==> src/rtl/boot_loader_if.sv <==
// Byte-stream input, memory write port and status outputs of the boot loader,
// bundled so the loader and its environment share one declaration.
interface boot_loader_if #(
    parameter int ADDR_WIDTH = 12
);
    logic [7:0]            in_data;
    logic                  in_valid;
    logic                  in_ready;
    logic                  mem_we;
    logic [ADDR_WIDTH-1:0] mem_addr;
    logic [31:0]           mem_wdata;
    logic                  cpu_hold;
    logic                  busy;
    logic                  done;
    logic                  error;

    modport slave (
        input  in_data, in_valid,
        output in_ready, mem_we, mem_addr, mem_wdata, cpu_hold, busy, done, error
    );

    modport master (
        output in_data, in_valid,
        input  in_ready, mem_we, mem_addr, mem_wdata, cpu_hold, busy, done, error
    );
endinterface

==> src/rtl/boot_loader.sv <==
// Receives a framed program image byte by byte and writes it word by word into
// the instruction/data memory, holding the CPU in reset while loading.
//
// state    | meaning
// ---------+-------------------------------------------------------------
// S_IDLE   | waiting for MAGIC, non-MAGIC bytes discarded
// S_LEN_LO | waiting for low byte of the word count
// S_LEN_HI | waiting for high byte of the word count, range-checked
// S_DATA   | collecting the four bytes of the current word
// S_WRITE  | one-cycle memory write strobe, input stalled
// S_CSUM   | waiting for the checksum byte
module boot_loader #(
    parameter int          ADDR_WIDTH = 12,
    parameter int          MEM_SIZE   = 1 << ADDR_WIDTH,
    parameter logic [7:0]  MAGIC      = 8'hA5
) (
    input  logic          clk,
    input  logic          rst_n,
    boot_loader_if.slave  bus
);
    localparam int IW = ADDR_WIDTH + 1;

    typedef enum logic [2:0] {
        S_IDLE, S_LEN_LO, S_LEN_HI, S_DATA, S_WRITE, S_CSUM
    } state_t;

    state_t                state_q, state_d;
    logic [15:0]           len_q, len_d;
    logic [7:0]            sum_q, sum_d;
    logic [IW-1:0]         widx_q, widx_d;
    logic [1:0]            bidx_q, bidx_d;
    logic [23:0]           word_q, word_d;
    logic                  in_ready_q, in_ready_d;
    logic                  mem_we_q, mem_we_d;
    logic [ADDR_WIDTH-1:0] mem_addr_q, mem_addr_d;
    logic [31:0]           mem_wdata_q, mem_wdata_d;
    logic                  hold_q, hold_d;
    logic                  busy_q, busy_d;
    logic                  done_q, done_d;
    logic                  error_q, error_d;

    logic                  accept;
    logic [7:0]            sum_add;
    logic [15:0]           len_full;
    logic                  len_over;
    logic                  last_word;

    assign accept    = bus.in_valid && in_ready_q;
    assign sum_add   = sum_q + bus.in_data;
    assign len_full  = {bus.in_data, len_q[7:0]};
    assign len_over  = {1'b0, len_full} > 17'(MEM_SIZE);
    // Word index is one bit wider than the address so N = MEM_SIZE terminates cleanly.
    assign last_word = (17'(widx_q) + 17'd1) == {1'b0, len_q};

    always_ff @(posedge clk or negedge rst_n) begin
        if (!rst_n) begin
            state_q     <= S_IDLE;
            len_q       <= '0;
            sum_q       <= '0;
            widx_q      <= '0;
            bidx_q      <= '0;
            word_q      <= '0;
            in_ready_q  <= 1'b0;
            mem_we_q    <= 1'b0;
            mem_addr_q  <= '0;
            mem_wdata_q <= '0;
            hold_q      <= 1'b0;
            busy_q      <= 1'b0;
            done_q      <= 1'b0;
            error_q     <= 1'b0;
        end else begin
            state_q     <= state_d;
            len_q       <= len_d;
            sum_q       <= sum_d;
            widx_q      <= widx_d;
            bidx_q      <= bidx_d;
            word_q      <= word_d;
            in_ready_q  <= in_ready_d;
            mem_we_q    <= mem_we_d;
            mem_addr_q  <= mem_addr_d;
            mem_wdata_q <= mem_wdata_d;
            hold_q      <= hold_d;
            busy_q      <= busy_d;
            done_q      <= done_d;
            error_q     <= error_d;
        end
    end

    always_comb begin
        state_d     = state_q;
        len_d       = len_q;
        sum_d       = sum_q;
        widx_d      = widx_q;
        bidx_d      = bidx_q;
        word_d      = word_q;
        mem_we_d    = 1'b0;
        mem_addr_d  = mem_addr_q;
        mem_wdata_d = mem_wdata_q;
        hold_d      = hold_q;
        done_d      = done_q;
        error_d     = error_q;

        case (state_q)
            S_IDLE: begin
                if (accept && bus.in_data == MAGIC) begin
                    state_d = S_LEN_LO;
                    done_d  = 1'b0;
                    error_d = 1'b0;
                    sum_d   = '0;
                    widx_d  = '0;
                    bidx_d  = '0;
                    hold_d  = 1'b1;
                end
            end
            S_LEN_LO: begin
                if (accept) begin
                    len_d   = {8'h00, bus.in_data};
                    state_d = S_LEN_HI;
                end
            end
            S_LEN_HI: begin
                if (accept) begin
                    len_d = len_full;
                    if (len_full == 16'd0) begin
                        state_d = S_CSUM;
                    end else if (len_over) begin
                        error_d = 1'b1;
                        state_d = S_IDLE;
                    end else begin
                        state_d = S_DATA;
                    end
                end
            end
            S_DATA: begin
                if (accept) begin
                    sum_d  = sum_add;
                    word_d = {bus.in_data, word_q[23:8]};
                    bidx_d = bidx_q + 2'd1;
                    if (bidx_q == 2'd3) begin
                        state_d     = S_WRITE;
                        mem_we_d    = 1'b1;
                        mem_addr_d  = widx_q[ADDR_WIDTH-1:0];
                        mem_wdata_d = {bus.in_data, word_q};
                    end
                end
            end
            S_WRITE: begin
                widx_d  = widx_q + IW'(1);
                state_d = last_word ? S_CSUM : S_DATA;
            end
            S_CSUM: begin
                if (accept) begin
                    state_d = S_IDLE;
                    if (sum_add == 8'h00) begin
                        done_d = 1'b1;
                        hold_d = 1'b0;
                    end else begin
                        error_d = 1'b1;
                    end
                end
            end
            default: state_d = S_IDLE;
        endcase

        in_ready_d = (state_d != S_WRITE);
        busy_d     = (state_d != S_IDLE);
    end

    assign bus.in_ready  = in_ready_q;
    assign bus.mem_we    = mem_we_q;
    assign bus.mem_addr  = mem_addr_q;
    assign bus.mem_wdata = mem_wdata_q;
    assign bus.cpu_hold  = hold_q;
    assign bus.busy      = busy_q;
    assign bus.done      = done_q;
    assign bus.error     = error_q;
endmodule

==> src/flat_wrapper.sv <==
// flat-port wrapper written by rule: the top's interface ports become plain ports
module boot_loader_flat 
#(
    parameter int          ADDR_WIDTH = 12,
    parameter int          MEM_SIZE   = 1 << ADDR_WIDTH,
    parameter logic [7:0]  MAGIC      = 8'hA5
)
  (clk, rst_n, bus_in_data, bus_in_valid, bus_in_ready, bus_mem_we, bus_mem_addr, bus_mem_wdata, bus_cpu_hold, bus_busy, bus_done, bus_error);
  boot_loader_if #(.ADDR_WIDTH(ADDR_WIDTH)) bus_i ();
  input  logic clk;
  input  logic rst_n;
  input wire logic [$bits(bus_i.in_data)-1:0] bus_in_data;
  input wire logic [$bits(bus_i.in_valid)-1:0] bus_in_valid;
  output wire logic [$bits(bus_i.in_ready)-1:0] bus_in_ready;
  output wire logic [$bits(bus_i.mem_we)-1:0] bus_mem_we;
  output wire logic [$bits(bus_i.mem_addr)-1:0] bus_mem_addr;
  output wire logic [$bits(bus_i.mem_wdata)-1:0] bus_mem_wdata;
  output wire logic [$bits(bus_i.cpu_hold)-1:0] bus_cpu_hold;
  output wire logic [$bits(bus_i.busy)-1:0] bus_busy;
  output wire logic [$bits(bus_i.done)-1:0] bus_done;
  output wire logic [$bits(bus_i.error)-1:0] bus_error;
  assign bus_i.in_data = bus_in_data;
  assign bus_i.in_valid = bus_in_valid;
  assign bus_in_ready = bus_i.in_ready;
  assign bus_mem_we = bus_i.mem_we;
  assign bus_mem_addr = bus_i.mem_addr;
  assign bus_mem_wdata = bus_i.mem_wdata;
  assign bus_cpu_hold = bus_i.cpu_hold;
  assign bus_busy = bus_i.busy;
  assign bus_done = bus_i.done;
  assign bus_error = bus_i.error;
  boot_loader #(.ADDR_WIDTH(ADDR_WIDTH), .MEM_SIZE(MEM_SIZE), .MAGIC(MAGIC)) u_core (.clk(clk), .rst_n(rst_n), .bus(bus_i));
endmodule
==> config.mk <==
export PLATFORM = sky130hd
export DESIGN_NAME = boot_loader_flat
export DESIGN_NICKNAME = d
export VERILOG_FILES = /design/src/rtl/boot_loader_if.sv /design/src/rtl/boot_loader.sv /design/src/flat_wrapper.sv
export SDC_FILE = /design/constraint.sdc
export NUM_CORES = 1
export LEC_CHECK = 0
export ABC_AREA = 0
export CORE_MARGIN = 2
export CORE_UTILIZATION = 42
export DETAILED_ROUTE_END_ITERATION = 12
export PLACE_DENSITY = 0.65
export RECOVER_POWER = 50
export SYNTH_ARGS = -nofsm -noshare
export SYNTH_HDL_FRONTEND = slang
export SYNTH_SLANG_ARGS = --single-unit
==> constraint.sdc <==
create_clock -name clk -period 2.5 [get_ports clk]
set_input_delay 0.5 -clock clk [delete_from_list [all_inputs] [get_ports clk]]
set_output_delay 0.5 -clock clk [all_outputs]
set_load 0.005 [all_outputs]
==> results.cfg <==
[sta]
relSlewSlack_pct = 31.0
hold_ws_ns = 0.476
skew_ns = 0.00771
tightest_slew_ns = 1.04
max_freq_mhz = 417
drv_slew = 0
setup_viol = 0
finalCritPeriodShare_pct = 95.8
post-route-min-period_ns = 2.40
hold_viol = 0
rsz0062_at_grt = false

[global_routing]
grt_pass1_vias = 4372
antenna_found_initial = 0
grt_pass1_wl_mm = 21.4
grt_usage_pct = 19.2
grt_max_degree = 49
overflow = 0

[yosys]
avgSynthCellArea_um2 = 10.5
synth_cell_type_count = 54
synthTopCellsByArea = dfrtp_1 53%, nand2_1 8.2%, mux2_2 8.1%
yosysTopAreaCell = dfrtp_1
yosysSeqAreaShare_pct = 53.4
synth.cell_area_um2 = 5430
synthArstFlopShare_pct = 100
syn_nets = 539
synthFlopType = dfrtp_1
yosysTopAreaCellShare_pct = 53.4
synth-edff-count = 0
yosys_warnings = 0
synthCells = 518
ys_seq_elements = 116

[setup_path]
end_kind = register
required_ns = 2.80
crit_type = in -> reg
critPathLaunchType = primary input
cp_max_fo = 3
arrival_ns = 2.70

[routing]
via_count = 4189
wl_per_cell_um = 15.7
first_pass_iters = 7
drt-total-wl_mm = 12.4
drt_drc_violations_left = 0
drt-initial-drc-count = 268
ant_nets = 0
vias_per_cell = 5.28

[floorplan]
start_util_pct = 43.0
core_area_um2 = 12600
die_y_um = 118
dieWidth_um = 118
num_rows = 41
io_pins = 61
die_area_um2 = 13900

[status]
outcome = completed

[layout]
n_antenna_cell = 0
nNetsFinal = 630
postLayoutCoreUtil_pct = 55.4
drive_gt1_share_pct = 19.2
area_growth_pct = 28.7

[pwr]
power_switching_uw = 1200
comb_power_share_pct = 7.9
p_leak_uw = 0.00340
ir_worst_vdd_mv = 0.426
switching_share_pct = 25.7
power_density_nw_per_um2 = 670
pwr-share-clk_pct = 48.9
p_int_uw = 3480
p_seq_share_pct = 43.2

[cts]
clock_path_buffers = 2
clkTransAtPathRegs_ns = 0.05
h-tree-depth = 4
post-cts-setup-buffers = 0
clock_sinks = 116
cts_tree = yes
clk_latency_ns = 0.42
cts_buffers = 17
cts-root-buf = clkbuf_16

[placed_design]
dpl.hpwl_mm = 8.44
port_buffers = 60
routabilityCongestion = 0.888

[worst_hold_path]
min_path_type = reg -> reg

[run]
cap_violations = 0
-- power by group through the flow --
stage                     clock network [uW]  registers [uW]  logic (uW)
final                                   2290            2020         371
after global routing                    2420            2030         418
after floorplan                            0            2020         238
after CTS                               2330            2020         375
after global placement                     0            2050         358
after detailed placement                   0            2050         371
-- cells in the mapped netlist, types with 3 or more instances --
master and instances:
a21o_1 5, a21oi_1 10, a22o_1 17, a31oi_1 3, and2_1 4, and3_1 3
buf_2 8, buf_4 3, clkbuf_1 16, dfrtp_1 116, ha_1 9, inv_1 7
mux2_1 3, mux2_2 39, nand2_1 119, nand2b_1 4, nand3_1 15, nand4_1 6
nor2_1 22, nor4_1 4, o21ai_0 34, o31ai_1 3, or3_1 4, xnor2_1 12
xor2_1 12
-- sequential cells by signal, indices dropped and copies added (netlist names), 2 cells and up --
register and count:
u_core.len_q 16, u_core.word_q 24, u_core.sum_q 8, u_core.bus.mem_addr 12, u_core.bidx_q 2, u_core.state_q 3
u_core.bus.mem_wdata 32, u_core.widx_q 13
-- logic make-up (layout without fill, tap and decap cells) --
family	count (synthesis)	in the layout	synth area share (%)
flops	116	116	53.4
compound gates	90	90	10.9
xor+xnor	24	24	3.87
simple gates	200	200	17.6
fa+ha+maj	10	10	2.44
mux	44	44	9.08
buf+inv	34	137	2.74
-- stage by stage --
| stage | setup TNS (ns) | setup slack, ns | total power, uW | instance area, um2 | instances |
|---|---|---|---|---|---|
| 6_report | 0 | 0.104 | 4680 | 6990 | 793 |
| 5_1_grt | 0 | 0.00301 | 4870 | 6990 | 793 |
| 4_1_cts | 0 | 0.0237 | 4730 | 7010 | 793 |
| 3_5_place_dp | -2.59 | -0.414 | 2420 | 6450 | 761 |
| 3_3_place_gp | -1.99 | -0.405 | 2410 | 6450 | 761 |
| 2_1_floorplan | 0 | 0.159 | 2260 | 5430 | 518 |
-- critical path, cell delays in order --
cell and delay, ns:
clkdlybuf4s50_1 0.42, ha_1 0.24, fa_2 0.36, a21o_1 0.19
a221o_1 0.33, a21oi_2 0.15, xnor2_1 0.17, nor2_2 0.08
a32o_1 0.26
-- metal layers --
metal / routed length (um) / up-vias / GRT usage, %
met4: 231 / 0 / 8.06
met1: 5690 / 2046 / 24.4
met5: 0 / - / 0
met2: 5810 / 120 / 30.6
met3: 703 / 24 / 6.06
li1: - / 1999 / -
-- worst paths after layout --
kind / from / end / slack (ns) / cells past startpoint
max: bus_in_data[0] / u_core.bus.done / 0.10 / 9
min: u_core.word_q[1] / u_core.word_q[1] / 0.48 / 2
max reg2reg: u_core.state_q[2] / u_core.bus.mem_addr[5] / 0.23 / 5
min reg2reg: u_core.word_q[1] / u_core.word_q[1] / 0.48 / 2
max in group asynchronous: rst_n / u_core.word_q[11] / 0.43 / 3
min in group asynchronous: rst_n / u_core.bus.mem_we / 0.79 / 2
-- placed cells by master (no fill, tap or decap), types with 4 or more instances in the layout --
cell type and n:
inv_1 7, a21o_1 5, ha_1 9, and2_1 4, o21ai_0 34, clkbuf_16 17, inv_6 4, clkinvlp_4 4
clkbuf_1 4, dfrtp_1 116, a21oi_1 9, buf_4 29, mux2_2 39, or3_1 4, nand4_1 6, a22o_1 17
nand2b_1 4, nor4_1 4, clkbuf_2 4, clkdlybuf4s50_1 59, nor2_1 22, xor2_1 12, nand2_1 118, xnor2_1 12
nand3_1 15
-- what timing repair did --
item | 4_1_cts | 5_1_grt
resized for setup | 0 | 5
endpoints found under the hold margin | 16 | 0
hold buffers | 1 | 0
setup endpoints to repair | 0 | 4
-- final cells by class --
cell class / count / area, um2
clock inverters: 14 / 131
repair buffers: 99 / 881
well taps: 172 / 215
clock buffers: 17 / 425
multi-input cells: 368 / 2410
fillers: 1159 / 5630
flip-flops and latches: 116 / 2900
inverters: 7 / 26.3
(Power assumes the default switching activity.)
